<file path="config.mk">
export PLATFORM = sky130hd
export DESIGN_NAME = instr_encoder_loader
export DESIGN_NICKNAME = d
export VERILOG_FILES = /design/src/rtl/instr_encoder_loader.sv
export SDC_FILE = /design/constraint.sdc
export NUM_CORES = 1
export LEC_CHECK = 0
export CELL_PAD_IN_SITES_DETAIL_PLACEMENT = 1
export CELL_PAD_IN_SITES_GLOBAL_PLACEMENT = 2
export CORE_UTILIZATION = 26
export CTS_CLUSTER_SIZE = 10
export DETAILED_ROUTE_END_ITERATION = 6
export GPL_TIMING_DRIVEN = 0
export PLACE_DENSITY_LB_ADDON = 0.08
export SLEW_MARGIN = 20
export SYNTH_ARGS = -nofsm -noshare
export SYNTH_HDL_FRONTEND = slang
export SYNTH_SLANG_ARGS = --single-unit
</file>
<file path="constraint.sdc">
create_clock -name clk_i -period 2.81 [get_ports clk_i]
set_clock_uncertainty 0.2 [all_clocks]
set_input_delay 0.4215 -clock clk_i [delete_from_list [all_inputs] [get_ports clk_i]]
set_output_delay 0.4215 -clock clk_i [all_outputs]
set_load 0.01 [all_outputs]
</file>
<file path="src/rtl/instr_encoder_loader.sv">
// rtl/instr_encoder_loader.sv - encodes decoded instruction fields into 32-bit ARM words and writes them to instruction RAM
//
// Purpose:
//   Inverse of the decode stage. Each accepted field beat is encoded into one
//   ARM word and written to consecutive instruction-RAM addresses starting at
//   base_addr_i. One write per accepted beat, one cycle after acceptance.
//
// Ports:
//   clk_i, rst_i        clock (rising edge), asynchronous active-high reset
//   start_i, base_addr_i begin a session at base_addr_i (ignored while running)
//   in_valid_i/in_ready_o/in_last_i  field-beat handshake, in_last_i ends session
//   cond_i .. imm24_i   decoded instruction fields
//   wr_en_o, wr_addr_o, wr_data_o    instruction-RAM write port
//   busy_o              session running
//   done_o              one-cycle pulse with the session's final write
//   err_illegal_o       sticky: an unmapped opcode was written as HALT this session
//   err_ovf_o           sticky: address space ran out before in_last_i

module instr_encoder_loader #(
  parameter int ADDR_W = 7
) (
  input  logic              clk_i,
  input  logic              rst_i,
  input  logic              start_i,
  input  logic [ADDR_W-1:0] base_addr_i,
  input  logic              in_valid_i,
  output logic              in_ready_o,
  input  logic              in_last_i,
  input  logic [3:0]        cond_i,
  input  logic [6:0]        opcode_i,
  input  logic              en_status_i,
  input  logic [3:0]        rn_i,
  input  logic [3:0]        rd_i,
  input  logic [3:0]        rs_i,
  input  logic [3:0]        rm_i,
  input  logic [1:0]        shift_op_i,
  input  logic [4:0]        imm5_i,
  input  logic [11:0]       imm12_i,
  input  logic [23:0]       imm24_i,
  output logic              wr_en_o,
  output logic [ADDR_W-1:0] wr_addr_o,
  output logic [31:0]       wr_data_o,
  output logic              busy_o,
  output logic              done_o,
  output logic              err_illegal_o,
  output logic              err_ovf_o
);

  typedef enum logic [1:0] {
    S_IDLE = 2'd0,
    S_RUN  = 2'd1,
    S_DONE = 2'd2
  } state_t;

  localparam logic [ADDR_W-1:0] ADDR_LAST = {ADDR_W{1'b1}};
  localparam logic [ADDR_W-1:0] ADDR_ONE  = {{(ADDR_W-1){1'b0}}, 1'b1};

  state_t            state_q;
  logic [ADDR_W-1:0] addr_q;
  logic              wr_en_q;
  logic [ADDR_W-1:0] wr_addr_q;
  logic [31:0]       wr_data_q;
  logic              done_q;
  logic              err_illegal_q;
  logic              err_ovf_q;

  logic [31:0] word_d;
  logic        illegal_d;
  logic [3:0]  op4;
  logic        dp_ok;
  logic        ls_reg;
  logic        ls_load;
  logic [3:0]  ls_rn;
  logic [11:0] ls_off;

  // Combinational encoder; anything unmapped falls back to the HALT word.
  always_comb begin
    word_d    = {cond_i, 8'h10, 20'h0};
    illegal_d = 1'b0;
    dp_ok     = 1'b1;
    case (opcode_i[2:0])
      3'b000:  op4 = 4'b0100;
      3'b001:  op4 = 4'b0010;
      3'b010:  op4 = 4'b1010;
      3'b011:  op4 = 4'b0000;
      3'b100:  op4 = 4'b1100;
      3'b101:  op4 = 4'b0001;
      default: begin
        op4   = 4'b0000;
        dp_ok = 1'b0;
      end
    endcase

    // Load/store: opcode is {kind, P, U, W}; literal loads force rn to the PC.
    ls_reg  = (opcode_i[6:3] == 4'b1100) || (opcode_i[6:3] == 4'b1110);
    ls_load = (opcode_i[6:3] == 4'b1101) || (opcode_i[6:3] == 4'b1001) ||
              (opcode_i[6:3] == 4'b1100);
    ls_rn   = (opcode_i[6:3] == 4'b1001) ? 4'hF : rn_i;
    ls_off  = ls_reg ? {imm5_i, shift_op_i, 1'b0, rm_i} : imm12_i;

    case (opcode_i[6:3])
      4'b0000: begin
        if (opcode_i[2:0] == 3'b000)
          word_d = {cond_i, 3'b001, 4'b1101, en_status_i, rn_i, rd_i, imm12_i};
        else if (opcode_i[2:0] != 3'b001)
          illegal_d = 1'b1;
      end
      4'b0001: begin
        if (dp_ok) word_d = {cond_i, 3'b001, op4, en_status_i, rn_i, rd_i, imm12_i};
        else       illegal_d = 1'b1;
      end
      4'b0010: begin
        if (opcode_i[2:0] == 3'b000)
          word_d = {cond_i, 3'b000, 4'b1101, en_status_i, rn_i, rd_i,
                    imm5_i, shift_op_i, 1'b0, rm_i};
        else
          illegal_d = 1'b1;
      end
      4'b0011: begin
        if (dp_ok) word_d = {cond_i, 3'b000, op4, en_status_i, rn_i, rd_i,
                             imm5_i, shift_op_i, 1'b0, rm_i};
        else       illegal_d = 1'b1;
      end
      4'b0110: begin
        if (opcode_i[2:0] == 3'b000)
          word_d = {cond_i, 3'b000, 4'b1101, en_status_i, rn_i, rd_i,
                    rs_i, 1'b0, shift_op_i, 1'b1, rm_i};
        else
          illegal_d = 1'b1;
      end
      4'b0111: begin
        if (dp_ok) word_d = {cond_i, 3'b000, op4, en_status_i, rn_i, rd_i,
                             rs_i, 1'b0, shift_op_i, 1'b1, rm_i};
        else       illegal_d = 1'b1;
      end
      4'b1000: begin
        case (opcode_i[2:0])
          3'b000:  word_d = {cond_i, 4'b1010, imm24_i};
          3'b100:  word_d = {cond_i, 4'b1011, imm24_i};
          3'b001:  word_d = {cond_i, 8'b0001_0010, 12'hFFF, 4'b0001, rm_i};
          3'b101:  word_d = {cond_i, 8'b0001_0010, 12'hFFF, 4'b0011, rm_i};
          default: illegal_d = 1'b1;
        endcase
      end
      4'b1001, 4'b1100, 4'b1101, 4'b1110, 4'b1111: begin
        word_d = {cond_i, 2'b01, ls_reg, opcode_i[2], opcode_i[1], 1'b0,
                  opcode_i[0], ls_load, ls_rn, rd_i, ls_off};
      end
      default: illegal_d = 1'b1;
    endcase
  end

  always_ff @(posedge clk_i or posedge rst_i) begin
    if (rst_i) begin
      state_q       <= S_IDLE;
      addr_q        <= '0;
      wr_en_q       <= 1'b0;
      wr_addr_q     <= '0;
      wr_data_q     <= '0;
      done_q        <= 1'b0;
      err_illegal_q <= 1'b0;
      err_ovf_q     <= 1'b0;
    end else begin
      wr_en_q <= 1'b0;
      done_q  <= 1'b0;
      case (state_q)
        S_IDLE, S_DONE: begin
          if (start_i) begin
            state_q       <= S_RUN;
            addr_q        <= base_addr_i;
            err_illegal_q <= 1'b0;
            err_ovf_q     <= 1'b0;
          end
        end
        S_RUN: begin
          if (in_valid_i) begin
            wr_en_q   <= 1'b1;
            wr_addr_q <= addr_q;
            wr_data_q <= word_d;
            if (illegal_d) err_illegal_q <= 1'b1;
            // Last address used without in_last: close the session rather than wrap.
            if (in_last_i || (addr_q == ADDR_LAST)) begin
              state_q <= S_DONE;
              done_q  <= 1'b1;
              if (!in_last_i) err_ovf_q <= 1'b1;
            end
            if (addr_q != ADDR_LAST) addr_q <= addr_q + ADDR_ONE;
          end
        end
        default: state_q <= S_IDLE;
      endcase
    end
  end

  assign in_ready_o    = (state_q == S_RUN);
  assign busy_o        = (state_q == S_RUN);
  assign wr_en_o       = wr_en_q;
  assign wr_addr_o     = wr_addr_q;
  assign wr_data_o     = wr_data_q;
  assign done_o        = done_q;
  assign err_illegal_o = err_illegal_q;
  assign err_ovf_o     = err_ovf_q;

endmodule
</file>
==> impl_metrics.json <==
{
  "ios": 128,
  "place_congestion": 0.824,
  "max_freq_ghz": 0.391,
  "crit_slowest_cell": "clkbuf_1",
  "drt_iter0_drc": 127,
  "grt_pass1_vias": 3460,
  "drtPass1Iterations": 4,
  "wl_per_cell_um": 18.1,
  "total_power_mw": 3.66,
  "reg2reg_slack_ps": 420,
  "synth-edff-count": 0,
  "cp.required_ps": 2840,
  "ant_nets": 0,
  "via_per_inst": 5.06,
  "ctsResizeCount": 0,
  "cts_hold_repair.buffers": 0,
  "cp_common_cell": "nand2_1",
  "min_period_ps": 2560,
  "holdPathStages": 2,
  "rr_worst_depth": 6,
  "yosysMostFrequentCell": "nand2_1",
  "routed-via-count": 3201,
  "worstReg2RegStart": "state_q[0]",
  "path_clk_slew_ps": 70,
  "layout_setup_ws_ps": 252,
  "async_flop_share": 1.00,
  "hold_end": "wr_data_o[31]",
  "cp-end-kind": "flop",
  "grt_use_total": 0.192,
  "ys_ff_latch": 52,
  "postCtsSetupBuffers": 0,
  "critPathBufInv": 4,
  "finalMaxSlewViolations": 0,
  "path_cells": "clkdlybuf4s50_1 > nand3b_1 > clkbuf_1 > buf_2 > buf_1 > nand2_1 > nand2_1",
  "arrival_ps": 2590,
  "leakage_nw": 1.91,
  "grt_max_degree": 53,
  "routed_wl_um": 11400,
  "yosys_warnings": 0,
  "hold_start": "wr_data_o[31]",
  "finalSetupViolations": 0,
  "hold_class": "flop to flop",
  "critPathTopFamily": "buffers and inverters",
  "portBuffers": 125,
  "synth_fp_nets": 440,
  "die_h_um": 111,
  "syn_area_per_cell_um2": 8.60,
  "area_growth_pct": 52.2,
  "drive_gt1_frac": 0.0838,
  "grt_setup_unrepaired": "false",
  "htree_levels": 2,
  "finalCritPeriodShare": 0.910,
  "yosys-top-cells-area": "dfrtp_1 42%, nand2_1 8.5%, o21ai_0 4.2%",
  "grt_pass1_wl_um": 18700,
  "pwr_density_cell_nw_per_um2": 786,
  "status": "complete, no violations",
  "coreArea_um2": 11500,
  "fp-row-count": 39,
  "die_w_um": 111,
  "cts_root_buffer": "clkbuf_16",
  "cts_tree": "done",
  "nNetsFinal": 572,
  "netlist_instances": 356,
  "die_area_um2": 12200,
  "hold_violations": 0,
  "slowest_delay_ps": 530,
  "tightestPinTransition_ps": 768,
  "ir_worst_vdd_mv": 0.418,
  "path_max_fanout": 10,
  "yosysTopAreaCellShare": 0.425,
  "cts_buffer_depth": 2,
  "placed_cells_incl_taps": 624,
  "cts_buffers": 5,
  "crit-reg2reg-capture": "wr_data_o[29]",
  "clock_latency_ps": 290,
  "maxCapViolCount": 0,
  "cts.sink_count": 52,
  "post-synth-top-area-cell": "dfrtp_1",
  "synth_ff_type": "dfrtp_1",
  "worstSetupPathType": "input port to flop",
  "fin_cells": 632,
  "maxSlewHeadroom": 0.487,
  "synth_seq_area_share": 0.425,
  "antenna_cells": 0,
  "drc": 0,
  "netlist_area_um2": 3060,
  "dpl_worst_slack_ps": -107,
  "grt-ovfl-total": 0,
  "synth.distinct_cells": 59,
  "final_core_util": 0.407,
  "place_hpwl_um": 8550,
  "yosys-top-cells-count": "69 x nand2_1, 52 x dfrtp_1, 26 x o21ai_0, 23 x nor2_1, 16 x a21oi_1",
  "setup_tns_ps": 0,
  "grt_antenna_before_repair": 0,
  "start_kind": "input port",
  "initial_utilization": 0.267
}
-- registers in the layout, indices dropped and copies added (netlist names) --
signal and count:
wr_data_o 32, err_illegal_o 1, err_ovf_o 1, wr_addr_o 7, done_o 1, state_q 2
addr_q 7, wr_en_o 1
-- stage by stage --
step / hold slack (ps) / cell area (um^2)
6_report: 278 / 4660
5_1_grt: 300 / 4660
4_1_cts: 286 / 4660
3_5_place_dp: 266 / 4500
3_3_place_gp: 259 / 4490
2_1_floorplan: 289 / 3060
-- routing by layer --
metal	routed length [um]	global-route usage	up-vias	share of wire
met5	0	0	-	0
met4	104	0.0364	0	0.0091
met3	430	0.0329	6	0.038
met2	5800	0.344	76	0.51
met1	5080	0.240	1563	0.45
li1	-	-	1556	-
-- cell families after synthesis --
| group | count (synthesis) | synth area share |
|---|---|---|
| compound gates | 118 | 0.270 |
| xor+xnor | 1 | 0.00286 |
| fa+ha+maj | 1 | 0.00408 |
| buf+inv | 39 | 0.0584 |
| flops | 52 | 0.425 |
| mux | 6 | 0.0216 |
| simple gates | 139 | 0.219 |
-- worst reg2reg max path, delay by kind of cell (launching register included) --
kind                   cells  cell delay (ps)
buffers and inverters      3             1280
and+or+nand+nor            3              430
DFF                        1              420
-- layout by cell type (no fill, tap or decap), drive strengths merged, types with 7 or more instances in the layout --
| master | Yosys | final |
|---|---|---|
| o21ai | 32 | 32 |
| o21a | 7 | 7 |
| buf | 17 | 17 |
| dfrtp | 52 | 52 |
| a21oi | 17 | 17 |
| a22oi | 7 | 7 |
| clkbuf | 10 | 16 |
| nor2 | 24 | 24 |
| clkdlybuf4s50 | 0 | 125 |
| nand2b | 8 | 8 |
| nor3 | 12 | 12 |
| inv | 10 | 11 |
| nand2 | 69 | 69 |
-- how the worst max path moves through the flow --
stage / from / endpoint / slack [ps] / depth (start not counted)
after global routing: in_valid_i / wr_data_o[29] / 80 / 7
final: in_valid_i / wr_data_o[29] / 250 / 7
after detailed placement: in_valid_i / wr_data_o[29] / -110 / 7
after floorplan: opcode_i[5] / wr_data_o[6] / 880 / 6
after CTS: in_valid_i / wr_data_o[29] / 190 / 7
after global placement: rst_i / wr_data_o[16] / -310 / 2
-- where the power goes --
part	total (mW)	internal (mW)	switching (mW)
logic	1.68	0.856	0.822
clock network	0.720	0.425	0.295
registers	1.27	1.05	0.218
total	3.66	2.33	1.33
-- final cells by class --
type / count / area (um^2)
buffer: 27 / 134
sequential: 52 / 1300
tap: 143 / 179
inverter: 12 / 47.5
clock inverter: 2 / 38.8
multi-input combinational: 265 / 1580
fill: 1358 / 6800
timing repair buffer: 125 / 1250
clock buffer: 6 / 129
Note: power is estimated with default switching activity, not from simulation.
